File: config.mk
export PLATFORM = sky130hd
export DESIGN_NAME = capture_frame_sched
export DESIGN_NICKNAME = d
export VERILOG_FILES = /design/src/rtl/capture_frame_sched.sv
export SDC_FILE = /design/constraint.sdc
export NUM_CORES = 1
export LEC_CHECK = 0
export ABC_AREA = 1
export ABC_CLOCK_PERIOD_IN_PS = 1400
export CORE_ASPECT_RATIO = 1.2
export CORE_UTILIZATION = 25
export CTS_BUF_LIST = sky130_fd_sc_hd__clkbuf_2
export DETAILED_ROUTE_END_ITERATION = 12
export PLACE_DENSITY = 0.44
export SYNTH_ARGS = -nofsm -noshare
export SYNTH_HDL_FRONTEND = slang
export SYNTH_SLANG_ARGS = --single-unit
File: constraint.sdc
create_clock -name pclk -period 1.4 [get_ports pclk]
set_input_delay 0.28 -clock pclk [delete_from_list [all_inputs] [get_ports pclk]]
set_output_delay 0.28 -clock pclk [all_outputs]
set_load 0.1 [all_outputs]
File: src/rtl/capture_frame_sched.sv
// capture_frame_sched: ping-pong frame-buffer scheduler between camera capture and CNN consumer
module capture_frame_sched #(
  parameter int FRAME_PIXELS = 307200,
  parameter int ADDR_W = 19
) (
  input  logic              pclk,
  input  logic              rst_n,
  input  logic              vsync,
  input  logic              cap_en,
  input  logic              cap_we,
  input  logic [ADDR_W-1:0] cap_addr,
  input  logic [3:0]        cap_dout,
  output logic              fb_we,
  output logic [ADDR_W:0]   fb_addr,
  output logic [3:0]        fb_dout,
  output logic              frame_valid,
  output logic              rd_buf,
  input  logic              frame_ack,
  output logic              frame_err,
  output logic [7:0]        drop_cnt
);
  typedef enum logic [1:0] {IDLE, CAPTURE, SKIP} state_t;
  localparam logic [ADDR_W:0] FP = (ADDR_W+1)'(FRAME_PIXELS);
  state_t state;
  logic vsync_q, wr_buf, oldest, overrun;
  logic [1:0] full, full_nx;
  logic [ADDR_W:0] pix_cnt;
  logic sof, eof, ack, room, commit;
  assign sof = vsync_q & ~vsync;
  assign eof = ~vsync_q & vsync;
  assign ack = frame_ack & frame_valid;
  assign room = pix_cnt < FP;
  assign commit = state == CAPTURE && eof && pix_cnt == FP && !overrun;
  assign frame_valid = |full;
  assign rd_buf = oldest;
  // ack and commit always hit different buffers, so both may apply together
  always_comb begin
    full_nx = full;
    if (ack) full_nx[oldest] = 1'b0;
    if (commit) full_nx[wr_buf] = 1'b1;
  end
  always_ff @(posedge pclk or negedge rst_n)
    if (!rst_n) begin
      state <= IDLE;
      vsync_q <= 1'b0;
      wr_buf <= 1'b0;
      oldest <= 1'b0;
      overrun <= 1'b0;
      full <= 2'b00;
      pix_cnt <= '0;
      fb_we <= 1'b0;
      fb_addr <= '0;
      fb_dout <= '0;
      frame_err <= 1'b0;
      drop_cnt <= '0;
    end else begin
      vsync_q <= vsync;
      fb_we <= state == CAPTURE && cap_we && room;
      fb_addr <= {wr_buf, cap_addr};
      fb_dout <= cap_dout;
      frame_err <= state == CAPTURE && eof && !commit;
      full <= full_nx;
      oldest <= ack ? ~oldest : (commit && !full[~wr_buf]) ? wr_buf : oldest;
      case (state)
        IDLE: if (sof && cap_en) begin
          if (!(&full)) begin
            wr_buf <= full[0];
            pix_cnt <= '0;
            overrun <= 1'b0;
            state <= CAPTURE;
          end else begin
            drop_cnt <= drop_cnt + {7'd0, ~&drop_cnt};
            state <= SKIP;
          end
        end
        CAPTURE: if (eof) state <= IDLE;
          else if (cap_we) begin
            if (room) pix_cnt <= pix_cnt + 1'b1;
            else overrun <= 1'b1;
          end
        default: if (eof) state <= IDLE;
      endcase
    end
endmodule

; ---- Yosys cells after proc, flatten, opt, wreduce, memory -nomap -nowiden
; Index checks and enable logic that the tools add are counted.
[totals]
word_cells = 91
inputBits = 29
output_inout_bits = 36
regBits = 62
[op_classes]
add_sub_neg = 2
n_bitwise = 11
order_cmp = 6
eq_ne = 8
reduce_logical = 26
n_mux = 26
[op_table]
columns = operator, count
row1 = 2-to-1 mux 20 bit, 5
row2 = one-hot mux 20 bit (2 select lines), 1
row3 = "adder 20 x 1 -> 20 bit, second input constant", 1
row4 = "equality test 20 x 19 -> 1 bit, second input constant", 1
row5 = "less-than comparator 20 x 19 -> 1 bit, second input constant", 1
row6 = 2-to-1 mux 2 bit, 6
row7 = "inequality test 2 bit, second input constant", 6
row8 = AND reduction 6 bit, 2
row9 = 2-to-1 mux 1 bit, 11
row10 = logical AND 1 bit, 10
row11 = adder 8 x 1 -> 8 bit, 1
row12 = AND reduction 8 bit, 1
row13 = "less-than comparator 1 x 2 -> 1 bit, second input constant", 3
row14 = nonzero test 2 bit, 3
row15 = NOT 1 bit, 5
row16 = logical NOT 1 bit, 4
row17 = AND reduction 2 bit, 2
row18 = AND reduction 4 bit, 1
row19 = bitwise AND 1 bit, 3
row20 = AND reduction 3 bit, 1
row21 = bitwise AND 2 bit, 1
row22 = demux 1 bit (select 1 bit), 2
row23 = "equality test 2 x 1 -> 1 bit, second input constant", 1
row24 = "greater-or-equal comparator 1 bit, second input constant", 2
row25 = 5 further kinds, 5

; ---- Logic depth before layout (Yosys ltp)
[depth]
word_depth = 9
mapped_depth = 10
ltp_nobuf = 10

; ---- Worst setup path after synthesis
; Ideal clock, no wire load.
[synth_path]
kind = flip-flop to flip-flop
from = register drop_cnt[3]
to = register drop_cnt[4]
n_path_buf = 0
path_stages_with_launch = 10
arrival_time_ps = 1969
setup_slack_ps = -728
t_required_ps = 1242
setup_time_ps = 158
path_cell_list = dfrtp_1 -> nand2_1 -> nor2_1 -> nand2_1 -> ha_1 -> ha_1 -> inv_1 -> nor2_2 -> nand3_1 -> xnor2_1
[synth_via]
elab_chain_len = 3
[synth_rtl]
columns = element, line
row1 = from (decl), 20  ; output logic [7:0] drop_cnt
row2 = from (signal assigned), 72  ; drop_cnt <= drop_cnt + {7'd0, ~&drop_cnt};
row3 = AND reduction 8 bit, 72
row4 = logical NOT 1 bit, 72
row5 = adder 8 x 1 -> 8 bit (*), 72
; Every way passes the cells marked *; elsewhere a longest branch is shown, timed or not.
; A chain may end at the register's enable or synchronous reset.

; ---- Worst setup path in the final report
[layout_path]
from = register drop_cnt[7]
to = register drop_cnt[2]
[layout_via]
elab_chain_len = 3
[layout_rtl]
columns = element, line
row1 = AND reduction 8 bit, 72
row2 = logical NOT 1 bit, 72
row3 = adder 8 x 1 -> 8 bit, 72
; Every way passes these cells.

==> run metrics <==
Die X-Extent around 100 um; Clk pwr share 0.305; largest cells by area after synthesis dfrtp_1, nand2_1, nand3_1; syn_area_per_cell 8.31 um2; Synth Area in Adders 0.0166; failing checks negative setup slack; Rel. slew slack 0.734; combinational power share 0.261; post-synthesis xor/xnor area fraction 0.0406; crit path DAT 2.09 ns; post-synthesis cell count approximately 360; crit end category flop; Die Span Y 122 um; Slowest-stage cell, CP dfrtp_4; detailed router's first-iteration violation count between 100 and 150; Post-synth ARST share 1.00; fmax approximately 610 MHz; CP Class reg -> reg; Slew Viols, Final 0; Layout Nets 552; total track usage 0.157; Synth Register Bits slightly above 60; Sw Share 0.340; Post-synth top cells nand2_1, dfrtp_1, nor2_1; # IOs 65; Yosys warning count 0; register area share after synthesis 0.514; share of layout cells above drive strength 1 0.426; clk sink count 62; PortBufs 64; Total Die Area 12500 um2; Largest stage delay, worst path 0.47 ns; final WL 8.95 mm; Clk Latency, worst-skew pair 0.54 ns; initial antenna violation count 0; drt wl/cell roughly 13 um; Reg-to-Reg Start drop_cnt[7]; GR Overflow Total 0; Static Leak approximately 0.0025 uW; post-synthesis mux area share 0; Crit Path Max Fanout 3; synth unique cells 27; area growth from synthesis to layout 78.4%; Worst setup SP type flop; RD Place Congestion 0.801; CTS tree built; worst setup path startpoint drop_cnt[7]; RSZ-0062 raised after global routing true; worst slack, placed -0.410 ns; post-synth net total approximately 400; crit path to drop_cnt[2]; htree depth 3; drt pass-1 iters 4; vias in the first global route slightly below 3000; fin crit share 1.18; number of enable flip-flop cells after synthesis 0; power per cell area around 820 nW/um2; Detailed Place HPWL 6.26 mm; Slew @ Worst Pin roughly 0.40 ns; Setup WS post-layout -0.252 ns; maximum VDD drop 508 uV; Mapped Area 3020 um2; most numerous cell in the Yosys netlist nand2_1; CP Data Required Time 1.84 ns; Initial Util 0.258; Critical R2R Capture drop_cnt[2]; global-route wire length before repair 14.7 mm; DR vias 2933; Yosys top cell area share 0.514; Final Hold Fails 0; critical-path cell list buf_6 -> nand2_4 -> nor3_4 -> nand2_2 -> ha_4 -> ha_4 -> inv_4 -> nor2_4 -> buf_6 -> xor2_1; Psw 1500 uW; combinational family with the most area after synthesis simple AND/OR/NAND/NOR gates; Synth Area in Compound Gates 0.0394; CTS buffer count 9; Int Power 2920 uW; largest net degree at the start of global routing 52; clock buffer depth 2; Post-Synth Simple-Gate Area 0.324; Final ANT Viol Nets 0; Seq pwr share 0.434; R2R setup slack -0.25 ns; Hold WC Path Type in -> async; Vias/cell 4.30; outcome finished with violations; clock skew 0.0301 ns; Design Power around 4400 uW; Clock transition at path regs 0.21 ns; Tmin final ~1.7 ns; Yosys top cell by area dfrtp_1; R2R depth 10; core footprint 11700 um2; Max Cap Violations 0; num rows 43; Final setup viols 68; root buffer cell clkbuf_2; Post-synth top flop dfrtp_1; # DRC 0
[power by group through the flow]
stage	Sequential [uW]	Clock, uW	Combinational [uW]
4_1_cts	1920	1390	1120
3_5_place_dp	1940	0	949
5_1_grt	1930	1460	1210
6_report	1920	1350	1150
2_1_floorplan	2210	0	229
3_3_place_gp	1940	0	946
[sequential cells by signal, indices dropped and copies added (netlist names)]
signal / cells
drop_cnt: 8
pix_cnt: 20
frame_err: 1
full: 2
state: 2
rd_buf: 1
wr_buf: 1
fb_dout: 4
vsync_q: 1
overrun: 1
fb_addr: 20
fb_we: 1
[metal layers]
metal,up-vias,global-route usage,part of all wire
met4,0,0.0643,0.023
met3,13,0.0256,0.021
li1,1469,-,-
met2,36,0.266,0.53
met1,1415,0.196,0.42
met5,-,0,0
[cells in the final DEF (no fill, tap or decap), types with 2 or more instances in the layout]
cell	instances
o21ai_0	6
buf_6	20
nor3_2	3
nor2_1	42
nand3_2	4
nand2_4	4
clkbuf_2	9
clkdlybuf4s50_1	27
nor2_2	9
xnor2_2	2
ha_4	4
buf_12	39
xor2_1	12
o21ai_2	6
buf_4	61
o21ai_1	3
bufinv_16	2
clkinvlp_4	2
nor2_4	8
inv_1	26
nand4_1	11
nand3_1	35
dfrtp_2	3
nand2_2	17
inv_4	4
nand2_8	4
nand2_1	81
dfrtp_1	51
a21oi_1	2
dfrtp_4	8
inv_2	9
[stage by stage]
step	setup TNS (ns)	area [um2]	hold slack, ns	utilization	std cells
global route	-13.39	5380	0.0612	0.461	681
finish	-7.42	5380	0.0874	0.461	682
CTS	-9.85	5240	0.0242	0.449	677
detailed placement	-11.14	4650	0.0979	0.398	635
floorplan	-1.45	3060	-0.0156	-	363
global placement	-10.53	4650	0.0970	0.398	635
[layout make-up]
class | instances | area [um2]
fillers | 1130 | 6290
repair buffers | 149 | 1750
flip-flops and latches | 62 | 1590
multi-input cells | 258 | 1550
well taps | 157 | 196
inverters | 39 | 156
clock inverters | 7 | 96.3
clock buffers | 9 | 45.0
diodes | 1 | 2.50
[what timing repair did]
item                                    4_1_cts  5_1_grt
setup buffers                                22        4
hold endpoints to repair                     62        0
pin swaps                                    24       19
gates cloned                                  3        0
hold buffers                                  1        0
gates resized for setup                      58       30
endpoints found under the setup margin       67       70
[worst max-delay path: cells and delay by family, from the launching register on]
family	cells	cell delay (ns)
xor gates and xnor gates	1	0.13
and+or+nand+nor	4	0.35
DFF	1	0.47
adders and majority gates	2	0.34
buffers and inverters	3	0.27
[kinds of logic (layout without fill, tap and decap cells)]
logic type	after synthesis	count (layout)
buf+inv	46	204
fa+ha+maj	4	4
compound gates	19	19
other cells	0	1
xor+xnor	14	14
simple gates	218	221
flops	62	62
[worst min-delay path by stage]
stage                     start  slack (ns)  cells after the start     endpoint
after global routing      rst_n        0.06                      2  fb_addr[10]
after global placement    rst_n         0.1                      1   fb_addr[4]
after CTS                 rst_n        0.02                      2  fb_addr[10]
after detailed placement  rst_n         0.1                      1  fb_addr[10]
after floorplan           rst_n       -0.02                      0   fb_addr[0]
final                     rst_n        0.09                      2  fb_addr[10]
Power figures use the tool's default switching activity.
